<file path="config.mk">
export PLATFORM = sky130hd
export DESIGN_NAME = fp32_to_fp16_pipe
export DESIGN_NICKNAME = d
export VERILOG_FILES = /design/src/rtl/fp32_to_fp16_pipe.sv
export SDC_FILE = /design/constraint.sdc
export NUM_CORES = 1
export LEC_CHECK = 0
export CORE_MARGIN = 2
export CORE_UTILIZATION = 40
export DETAILED_ROUTE_END_ITERATION = 7
export DONT_BUFFER_PORTS = 1
export SLEW_MARGIN = 5
export SYNTH_ARGS = -nofsm -noshare
export SYNTH_HDL_FRONTEND = slang
export SYNTH_SLANG_ARGS = --single-unit
</file>
<file path="constraint.sdc">
create_clock -name clk -period 4.8 [get_ports clk]
set_input_delay 0.96 -clock clk [delete_from_list [all_inputs] [get_ports clk]]
set_output_delay 0.96 -clock clk [all_outputs]
set_load 0.1 [all_outputs]
</file>
<file path="src/rtl/fp32_to_fp16_pipe.sv">
// Streaming FP32 -> FP16 narrowing converter: round-to-nearest-even, IEEE exception flags,
// two registered stages (classify/align, then round/pack) with valid/ready on both sides.
module fp32_to_fp16_pipe (
  input  logic        clk,
  input  logic        rst,
  input  logic        in_valid,
  output logic        in_ready,
  input  logic [31:0] in_data,
  output logic        out_valid,
  input  logic        out_ready,
  output logic [15:0] out_data,
  output logic [3:0]  out_flags
);

  typedef struct packed {
    logic        sign;
    logic        special;     // result fully decided in stage 1 (NaN, inf, zero, overflow, denorm)
    logic [14:0] spec_mag;
    logic [3:0]  spec_flags;
    logic [4:0]  exp;
    logic [9:0]  mant;
    logic        guard;
    logic        sticky;
    logic        tiny;
  } s1_t;

  logic        r_s1_valid;
  s1_t         r_s1;
  logic        r_out_valid;
  logic [15:0] r_out_data;
  logic [3:0]  r_out_flags;

  logic        w_s2_adv;
  logic        w_sign;
  logic [7:0]  w_e;
  logic [22:0] w_m;
  logic [7:0]  w_dsh;
  logic [33:0] w_pre;
  logic [33:0] w_ext;
  s1_t         w_s1;

  logic        w_round_up;
  logic        w_inexact;
  logic [14:0] w_sum;
  logic [15:0] w_res_data;
  logic [3:0]  w_res_flags;

  assign w_s2_adv  = !r_out_valid || out_ready;
  assign in_ready  = !r_s1_valid || w_s2_adv;
  assign out_valid = r_out_valid;
  assign out_data  = r_out_data;
  assign out_flags = r_out_flags;

  // Stage 1: unpack and classify. For tiny results the shift is sh = -E-1 = 126-e; the
  // hidden-one significand is pre-aligned by the minimum shift of 14, so w_dsh = sh-14.
  assign w_sign = in_data[31];
  assign w_e    = in_data[30:23];
  assign w_m    = in_data[22:0];
  assign w_dsh  = 8'd112 - w_e;
  assign w_pre  = {1'b1, w_m, 10'b0};
  assign w_ext  = w_pre >> w_dsh;

  always_comb begin
    w_s1      = '0;
    w_s1.sign = w_sign;
    if (w_e == 8'hFF) begin
      w_s1.special = 1'b1;
      if (w_m != 23'd0) begin
        w_s1.spec_mag   = {5'h1F, 1'b1, w_m[21:13]};
        w_s1.spec_flags = {~w_m[22], 3'b000};
      end else begin
        w_s1.spec_mag = 15'h7C00;
      end
    end else if (w_e == 8'h00) begin
      w_s1.special    = 1'b1;
      w_s1.spec_flags = (w_m != 23'd0) ? 4'b0011 : 4'b0000;
    end else if (w_e >= 8'd143) begin
      w_s1.special    = 1'b1;
      w_s1.spec_mag   = 15'h7C00;
      w_s1.spec_flags = 4'b0101;
    end else if (w_e >= 8'd113) begin
      // Rebias e-127+15 = e-112; mod 32 that is e[4:0]+16.
      w_s1.exp    = w_e[4:0] + 5'd16;
      w_s1.mant   = w_m[22:13];
      w_s1.guard  = w_m[12];
      w_s1.sticky = |w_m[11:0];
    end else begin
      w_s1.tiny = 1'b1;
      if (w_dsh > 8'd10) begin
        w_s1.sticky = 1'b1;
      end else begin
        w_s1.mant   = w_ext[33:24];
        w_s1.guard  = w_ext[23];
        w_s1.sticky = |w_ext[22:0];
      end
    end
  end

  // Stage 2: round-to-nearest-even on the packed {exp, mant}; carry ripples into the exponent.
  assign w_round_up = r_s1.guard && (r_s1.sticky || r_s1.mant[0]);
  assign w_inexact  = r_s1.guard || r_s1.sticky;
  assign w_sum      = {r_s1.exp, r_s1.mant} + {14'd0, w_round_up};

  always_comb begin
    w_res_data  = {r_s1.sign, w_sum};
    w_res_flags = {2'b00, r_s1.tiny && w_inexact, w_inexact};
    if (r_s1.special) begin
      w_res_data  = {r_s1.sign, r_s1.spec_mag};
      w_res_flags = r_s1.spec_flags;
    end else if (w_sum[14:10] == 5'h1F) begin
      w_res_data  = {r_s1.sign, 15'h7C00};
      w_res_flags = 4'b0101;
    end
  end

  always_ff @(posedge clk) begin
    if (rst) begin
      r_s1_valid  <= 1'b0;
      r_out_valid <= 1'b0;
      r_out_data  <= 16'h0000;
      r_out_flags <= 4'h0;
    end else begin
      if (in_ready) begin
        r_s1_valid <= in_valid;
      end
      if (w_s2_adv) begin
        r_out_valid <= r_s1_valid;
        if (r_s1_valid) begin
          r_out_data  <= w_res_data;
          r_out_flags <= w_res_flags;
        end
      end
    end
  end

  // NOTE: the stage-1 payload has no reset; r_s1_valid alone qualifies it, so a stale value is never observed.
  always_ff @(posedge clk) begin
    if (in_valid && in_ready) begin
      r_s1 <= w_s1;
    end
  end

endmodule
</file>
==> results.yml, run 1 <==
detailed_routing:
  vias: 3145
  drt_iter0_drc: 179
  final_antenna_net_count: 0
  drc_errors: 0
  firstDrtPassIters: 5
  routed_via_density: 5.90
  wl_um: 9640
  wl_per_cell_um: 18.1
clock_network:
  cts_buffer_depth: 2
  holdBufCountCts: 0
  cts.sinks: 57
  clk_pin_slew_ps: 60
  cts_root_buffer: "clkbuf_8"
  cts_setup_buffers: 0
  cts_tree: "done"
  worstSkewPairLatency_ps: 330
  cts_buffers: 9
  htreeDepth: 3
  cts_resized: 0
synthesis:
  synthCells: 409
  ys_top_cells_by_count: "edfxtp_1, nor2_1, nand2_1"
  synth_edf_count: 35
  syn_area_mm2: 0.00380
  ys_seq_area_share_pct: 39.2
  postSynthAreaPerCell_um2: 9.29
  synth_top_flop_cell: "edfxtp_1"
  synth_area_leaders: "edfxtp_1, dfxtp_1, a21oi_1"
  synth_top_area_share_pct: 27.6
  synth_most_common_cell: "edfxtp_1"
  synthesis.nets: 451
  synth.ff_latch_count: 57
  synth_warnings: 0
  post-synth-top-area-cell: "edfxtp_1"
  ys_types: 69
  ys_async_sr_fraction_pct: 0
global_route:
  grt-ovfl-total: 0
  antenna_found_initial: 0
  grt_pass1_wl_um: 15600
  grt_max_degree: 40
  grt_pass1_vias: 3037
  grt.total_usage_pct: 19.6
worst_setup_path:
  critPathLaunchType: "input port"
  critPathKind: "input port to flop"
  cp_max_fo: 39
  cp.depth: 8
  critPathLaunch: "in_data[23]"
  cp.buffers_inverters: 2
  crit_path_end_kind: "flop"
  crit_path_max_incr_delay_ps: 810
  critical-path-top-delay-family: "adder cells"
  rr_endpoint: "out_flags[1]"
  cp_slowest_cell: "ha_1"
  required_ps: 4870
  crit_chain: "inv_1, ha_1, clkinv_1, and3_1, a311oi_2, a31oi_1, a221oi_2, nand2_1"
  critPathArrivalTime_ps: 3560
  crit_end: "r_s1[1]"
  regToRegSetupSlack_ps: 1590
  crit-reg2reg-launch: "r_s1[1]"
  r2r_cells: 11
cells_and_area:
  area_growth_pct: 6.12
  drive_above_1_share_pct: 8.91
  seq_area_mm2: 0.00149
  fillers: 937
  num_antenna_cells: 0
  multiInputGateArea_mm2: 0.00215
  nNetsFinal: 441
timing:
  fin_crit_sh_pct: 72.6
  setup_tns_ps: 0
  skew_ps: 6.38
  max_slew_margin_pct: 23.3
  setup_viol: 0
  slew_violations: 0
  worst_pin_slew_ps: 1150
  rsz0062_at_grt: "false"
  period_minus_slack_ps: 3480
  fmax_mhz: 287
  setup_slack_ps: 1320
  hold_violations: 0
power_and_ir_drop:
  p_leak_nw: 1.44
  power.density_mw_per_mm2: 302
  power_mw: 1.22
  ir_worst_vdd_mv: 0.124
floorplan:
  die_y_um: 101
  initial_utilization_pct: 41.1
  die_area_mm2: 0.0103
  ioPinCount: 58
  core_area_mm2: 0.00924
  die_width_um: 101
  rows: 35
place:
  dp_hpwl_um: 7300
  io_buffers: 0
  gp_congestion: 1.01
  place_ws_ps: 1030
job:
  max_cap_viol_count: 0
status:
  status: "complete, no violations"
worst_hold_path:
  hp-class: "flop to flop"
-- state kept, by name, summed over array words and instances (netlist names) --
| name | flops |
|---|---|
| r_s1 | 35 |
| out_data | 16 |
| out_flags | 4 |
| out_valid | 1 |
| r_s1_valid | 1 |
-- where the power goes --
group          internal, mW  switching [mW]
Clock                 0.197           0.172
Combinational        0.0832           0.121
Sequential            0.549          0.0980
-- per-layer routing --
layer | vias up | part of all wire, % | wire length [um] | track usage [%]
li1 | 1545 | - | - | -
met1 | 1454 | 43 | 4100 | 25.1
met2 | 127 | 48 | 4580 | 32.3
met3 | 19 | 7.3 | 702 | 3.80
met4 | 0 | 2.6 | 252 | 8.63
met5 | - | 0 | 0 | 0
-- layout by cell type (no fill, tap or decap), types with 6 or more instances in the layout --
cell / n
inv_1: 9
a221oi_1: 11
nand3_1: 15
a31oi_1: 10
a21oi_1: 27
o21ai_0: 9
ha_1: 6
nor2b_1: 6
nor3_1: 20
edfxtp_1: 35
xnor2_1: 11
nor2_1: 32
dfxtp_1: 22
a22o_1: 6
and3_1: 14
clkbuf_8: 10
and2_1: 16
nand2_1: 28
xor2_1: 8
-- per-stage QoR --
step | util, % | hold WS, ps | instances | cell area, um^2
2_1_floorplan | - | 471 | 409 | 3800
3_3_place_gp | 41.9 | 485 | 517 | 3870
3_5_place_dp | 41.9 | 489 | 517 | 3870
4_1_cts | 43.7 | 503 | 533 | 4030
5_1_grt | 43.7 | 539 | 533 | 4030
6_report | 43.7 | 501 | 533 | 4030
-- cell type report --
| cell class | count | area share (%) |
|---|---|---|
| tap | 129 | 4.00 |
| timing repair buffer | 4 | 0.744 |
| inverter | 10 | 0.931 |
| multi-input combinational | 317 | 53.3 |
| clock buffer | 12 | 3.60 |
| sequential | 57 | 37.0 |
| clock inverter | 4 | 0.465 |
-- how the worst min path moves through the flow --
stage / depth (start not counted) / from / end / slack (ps)
floorplan: 2 / r_s1[38] / out_data[15] / 470
global placement: 2 / r_s1[38] / out_data[15] / 490
detailed placement: 2 / r_s1[38] / out_data[15] / 490
CTS: 2 / r_s1[38] / out_data[15] / 500
global route: 2 / r_s1[38] / out_data[15] / 540
finish: 2 / r_s1[38] / out_data[15] / 500
-- worst min-delay path: cells and delay by family, from the launching register on --
kind	cells	cell delay [ps]
AOI/OAI and AO/OA	1	100
DFF	1	320
and+or+nand+nor	1	50
-- kinds of logic after synthesis --
logic type / synth area share (%)
AOI/OAI and AO/OA: 22.3
xor gates and xnor gates: 4.81
adders and majority gates: 1.97
buffers and inverters: 4.21
DFF: 39.2
muxes: 3.46
and+or+nand+nor: 24.1
Note: power is estimated with default switching activity, not from simulation.
==> inputs of run 2 (changes only) <==
clock period = 3.31 ns   (was 4.8 ns; I/O delays follow)
==> results.yml, run 2 (synthesis gave the netlist of run 1 again) <==
detailed_routing:
  routed_via_density: 5.83
  final_antenna_net_count: 0
  drc_errors: 0
  wl_per_cell_um: 18.1
  drt_iter0_drc: 177
  vias: 3158
  wl_um: 9800
  firstDrtPassIters: 4
cells_and_area:
  drive_above_1_share_pct: 10.9
  mostFrequentLayoutCell: "edfxtp_1"
  num_antenna_cells: 0
  utilization_pct: 44.4
  regMostFlops: "r_s1"
  nNetsFinal: 450
  area_growth_pct: 7.90
  final_cell_mix: "edfxtp_1, nor2_1, nand2_1, a21oi_1, dfxtp_1"
  largest_reg_flops: 35
global_route:
  grt.total_usage_pct: 19.7
  grt-ovfl-total: 0
  grt_pass1_vias: 3187
  grt_pass1_wl_um: 15800
  antenna_found_initial: 0
  grt_max_degree: 40
timing:
  hold_violations: 0
  setup_viol: 0
  max_slew_margin_pct: 34.6
  period_minus_slack_ps: 2870
  slew_violations: 0
  fmax_mhz: 349
  rsz0062_at_grt: "false"
  fin_crit_sh_pct: 86.6
  worst_pin_slew_ps: 980
  setup_tns_ps: 0
  skew_ps: 4.66
worst_hold_path:
  min_from: "rst"
  hp-class: "input port to flop"
clock_network:
  cts_root_buffer: "clkbuf_8"
  cts_setup_buffers: 0
  cts_buffer_depth: 2
  htreeDepth: 3
  cts_buffers: 9
  cts_tree: "done"
  worstSkewPairLatency_ps: 330
  clk_pin_slew_ps: 60
  cts_resized: 0
  cts.sinks: 57
  holdBufCountCts: 0
power_and_ir_drop:
  ir_worst_vdd_mv: 0.189
  power.density_mw_per_mm2: 435
  p_leak_nw: 1.48
floorplan:
  die_area_mm2: 0.0103
  initial_utilization_pct: 41.1
  die_width_um: 101
  core_area_mm2: 0.00924
  ioPinCount: 58
  die_y_um: 101
  rows: 35
worst_setup_path:
  crit-reg2reg-launch: "r_s1[1]"
  required_ps: 3520
  crit_path_end_kind: "flop"
  critPathKind: "flop to flop"
  critPathLaunchType: "flop"
  critPathLaunch: "r_s1[1]"
  critPathArrivalTime_ps: 3070
  cp_max_fo: 11
place:
  gp_congestion: 0.960
  io_buffers: 0
  dp_hpwl_um: 7440
job:
  max_cap_viol_count: 0
status:
  status: "complete, no violations"
## run 2: changes by cell type in the layout (fill, tap and decap cells not counted)
cell / before / now
buf_4: 4 / 13
## run 2: report_power, final
group / internal (mW) / switching, mW / leakage [nW]
Clock: 0.286 / 0.255 / 0.0876
Combinational: 0.129 / 0.182 / 0.863
Sequential: 0.796 / 0.137 / 0.532
## run 2: critical path, stage by stage, from the launching register on
cell and delay [ps]:
edfxtp_1 410, o21a_1 210, ha_1 210, ha_1 210, and3_1 210, and3_1 250
nand3_1 110, xnor2_1 140, nor2b_1 160, a41oi_1 200, buf_4 230, a221oi_1 310
nor3_1 80
## run 2: per-layer routing
layer	global-route usage [%]	wire, um	up-vias
li1	-	-	1566
met1	24.9	4310	1474
met2	32.7	4710	107
met3	4.21	618	11
met4	8.52	157	0
met5	0	0	-
## run 2: layout make-up
| class | count | area [um^2] |
|---|---|---|
| multi-input cells | 317 | 2150 |
| flip-flops and latches | 57 | 1490 |
| fillers | 928 | 5140 |
| inverters | 10 | 37.5 |
| repair buffers | 13 | 97.6 |
| well taps | 129 | 161 |
| clock inverters | 4 | 18.8 |
| clock buffers | 12 | 145 |
## run 2: stage by stage
stage | total power, mW | setup WS (ps) | area, um^2 | hold WS [ps] | cells
CTS | 1.80 | 446 | 4100 | 383 | 542
detailed placement | 1.26 | 285 | 3940 | 493 | 526
global placement | 1.26 | 327 | 3940 | 480 | 526
floorplan | 1.20 | 162 | 3800 | 471 | 409
global route | 1.87 | 205 | 4100 | 371 | 542
finish | 1.78 | 443 | 4100 | 395 | 542
## run 2: path summary, 6_finish.rpt
| kind | end | slack, ps | cells past startpoint |
|---|---|---|---|
| worst max-delay path | out_data[7] | 440 | 12 |
| worst min-delay path | out_data[12] | 400 | 1 |
| worst max register to register | out_data[7] | 440 | 12 |
| worst min register to register | out_data[15] | 510 | 2 |
==> inputs of run 3 (changes only) <==
CORE_MARGIN = default   (was 2)
==> results.yml, run 3 (synthesis gave the netlist of run 1 again) <==
status:
  status: "complete, no violations"
power_and_ir_drop:
  power_mw: 1.76
  p_leak_nw: 1.47
  ir_worst_vdd_mv: 0.179
  power.density_mw_per_mm2: 429
detailed_routing:
  route.top_layer_used: "met4"
  dr_wl_met2_um: 4400
  wl_um: 9450
  dr_wl_met3_um: 539
  final_antenna_net_count: 0
  drt_iter0_drc: 134
  firstDrtPassIters: 4
  vias: 3149
  drc_errors: 0
  m1WireLength_um: 4300
  routed_via_density: 5.81
  wl_per_cell_um: 17.4
global_route:
  grt_max_degree: 40
  antenna_found_initial: 0
  grt.total_usage_pct: 20.0
  grt-ovfl-total: 0
  grt_pass1_wl_um: 15300
  grt_pass1_vias: 3057
clock_network:
  cts_resized: 0
  holdBufCountCts: 0
  cts.sinks: 57
  worstSkewPairLatency_ps: 330
  cts_buffer_depth: 2
  cts_tree: "done"
  clk_pin_slew_ps: 60
  cts_setup_buffers: 0
  htreeDepth: 3
  cts_buffers: 9
  cts_root_buffer: "clkbuf_8"
cells_and_area:
  drive_above_1_share_pct: 10.7
  num_antenna_cells: 0
  final_area_mm2: 0.00409
  multiInputGateArea_mm2: 0.00215
  final_cell_mix: "edfxtp_1, nor2_1, nand2_1, a21oi_1, dfxtp_1"
  regMostFlops: "r_s1"
  nNetsFinal: 450
  fin_cells: 542
  mostFrequentLayoutCell: "edfxtp_1"
  area_growth_pct: 7.70
  seq_area_mm2: 0.00149
  fillers: 929
  largest_reg_flops: 35
  utilization_pct: 44.3
worst_setup_path:
  regToRegSetupSlack_ps: 580
  critPathArrivalTime_ps: 2920
  critPathLaunch: "in_data[23]"
  crit-reg2reg-launch: "r_s1[1]"
  crit_path_end_kind: "flop"
  critPathKind: "input port to flop"
  critPathLaunchType: "input port"
  required_ps: 3380
  rr_endpoint: "out_data[0]"
  cp_max_fo: 39
  r2r_cells: 12
  crit_end: "r_s1[1]"
timing:
  hold_violations: 0
  skew_ps: 4.25
  period_minus_slack_ps: 2850
  rsz0062_at_grt: "false"
  fmax_mhz: 351
  fin_crit_sh_pct: 86.1
  setup_tns_ps: 0
  setup_slack_ps: 460
  setup_viol: 0
  max_slew_margin_pct: 34.2
  whs_ps: 398
  worst_pin_slew_ps: 986
  slew_violations: 0
floorplan:
  core_area_mm2: 0.00924
  rows: 35
  initial_utilization_pct: 41.1
  ioPinCount: 58
  die_width_um: 99.5
  die_y_um: 99.5
  die_area_mm2: 0.00990
place:
  place_ws_ps: 158
  dp_cells: 526
  dpl_cell_area_mm2: 0.00394
  dp_hpwl_um: 7170
  io_buffers: 0
  gp_congestion: 0.939
job:
  max_cap_viol_count: 0
worst_hold_path:
  hp-class: "input port to flop"
## run 3: cell count changes in the layout (fill, tap and decap cells not counted)
cell        change
clkinvlp_4      +1
clkbuf_8        -1
clkbuf_1        +2
clkinv_2        -1
clkinv_1        -1
## run 3: where the power goes
group	switching (mW)	leakage [nW]	total, mW	internal [mW]
sequential	0.136	0.532	0.932	0.797
combinational	0.181	0.863	0.311	0.130
clock	0.245	0.0774	0.514	0.269
total	0.561	1.47	1.76	1.20
## run 3: how the worst min path moves through the flow
| stage | cells after the start | to | slack (ps) | from |
|---|---|---|---|---|
| 2_1_floorplan | 2 | out_data[15] | 470 | r_s1[38] |
| 3_3_place_gp | 2 | out_data[15] | 480 | r_s1[38] |
| 3_5_place_dp | 2 | out_data[15] | 490 | r_s1[38] |
| 4_1_cts | 1 | out_flags[2] | 380 | rst |
| 5_1_grt | 1 | out_flags[3] | 380 | rst |
| 6_report | 1 | out_data[10] | 400 | rst |
## run 3: area by class of cell
cell class | instances | share of cell area [%]
multi-input cells | 317 | 52.5
flip-flops and latches | 57 | 36.4
well taps | 129 | 3.94
clock buffers | 13 | 3.39
repair buffers | 13 | 2.38
inverters | 10 | 0.917
clock inverters | 3 | 0.428
## run 3: per-layer routing
metal	vias to the layer above	GRT usage (%)
met5	-	0
met4	0	10.5
met3	21	3.02
met2	103	32.5
met1	1464	25.7
li1	1561	-
## run 3: critical path, cell delays in order
cell       delay, ps
inv_1             40
ha_1             480
mux4_2           370
nor4_1           340
a211oi_1         200
a2111oi_0        460
o211ai_1         140
o311ai_1         120
nand2_1          100
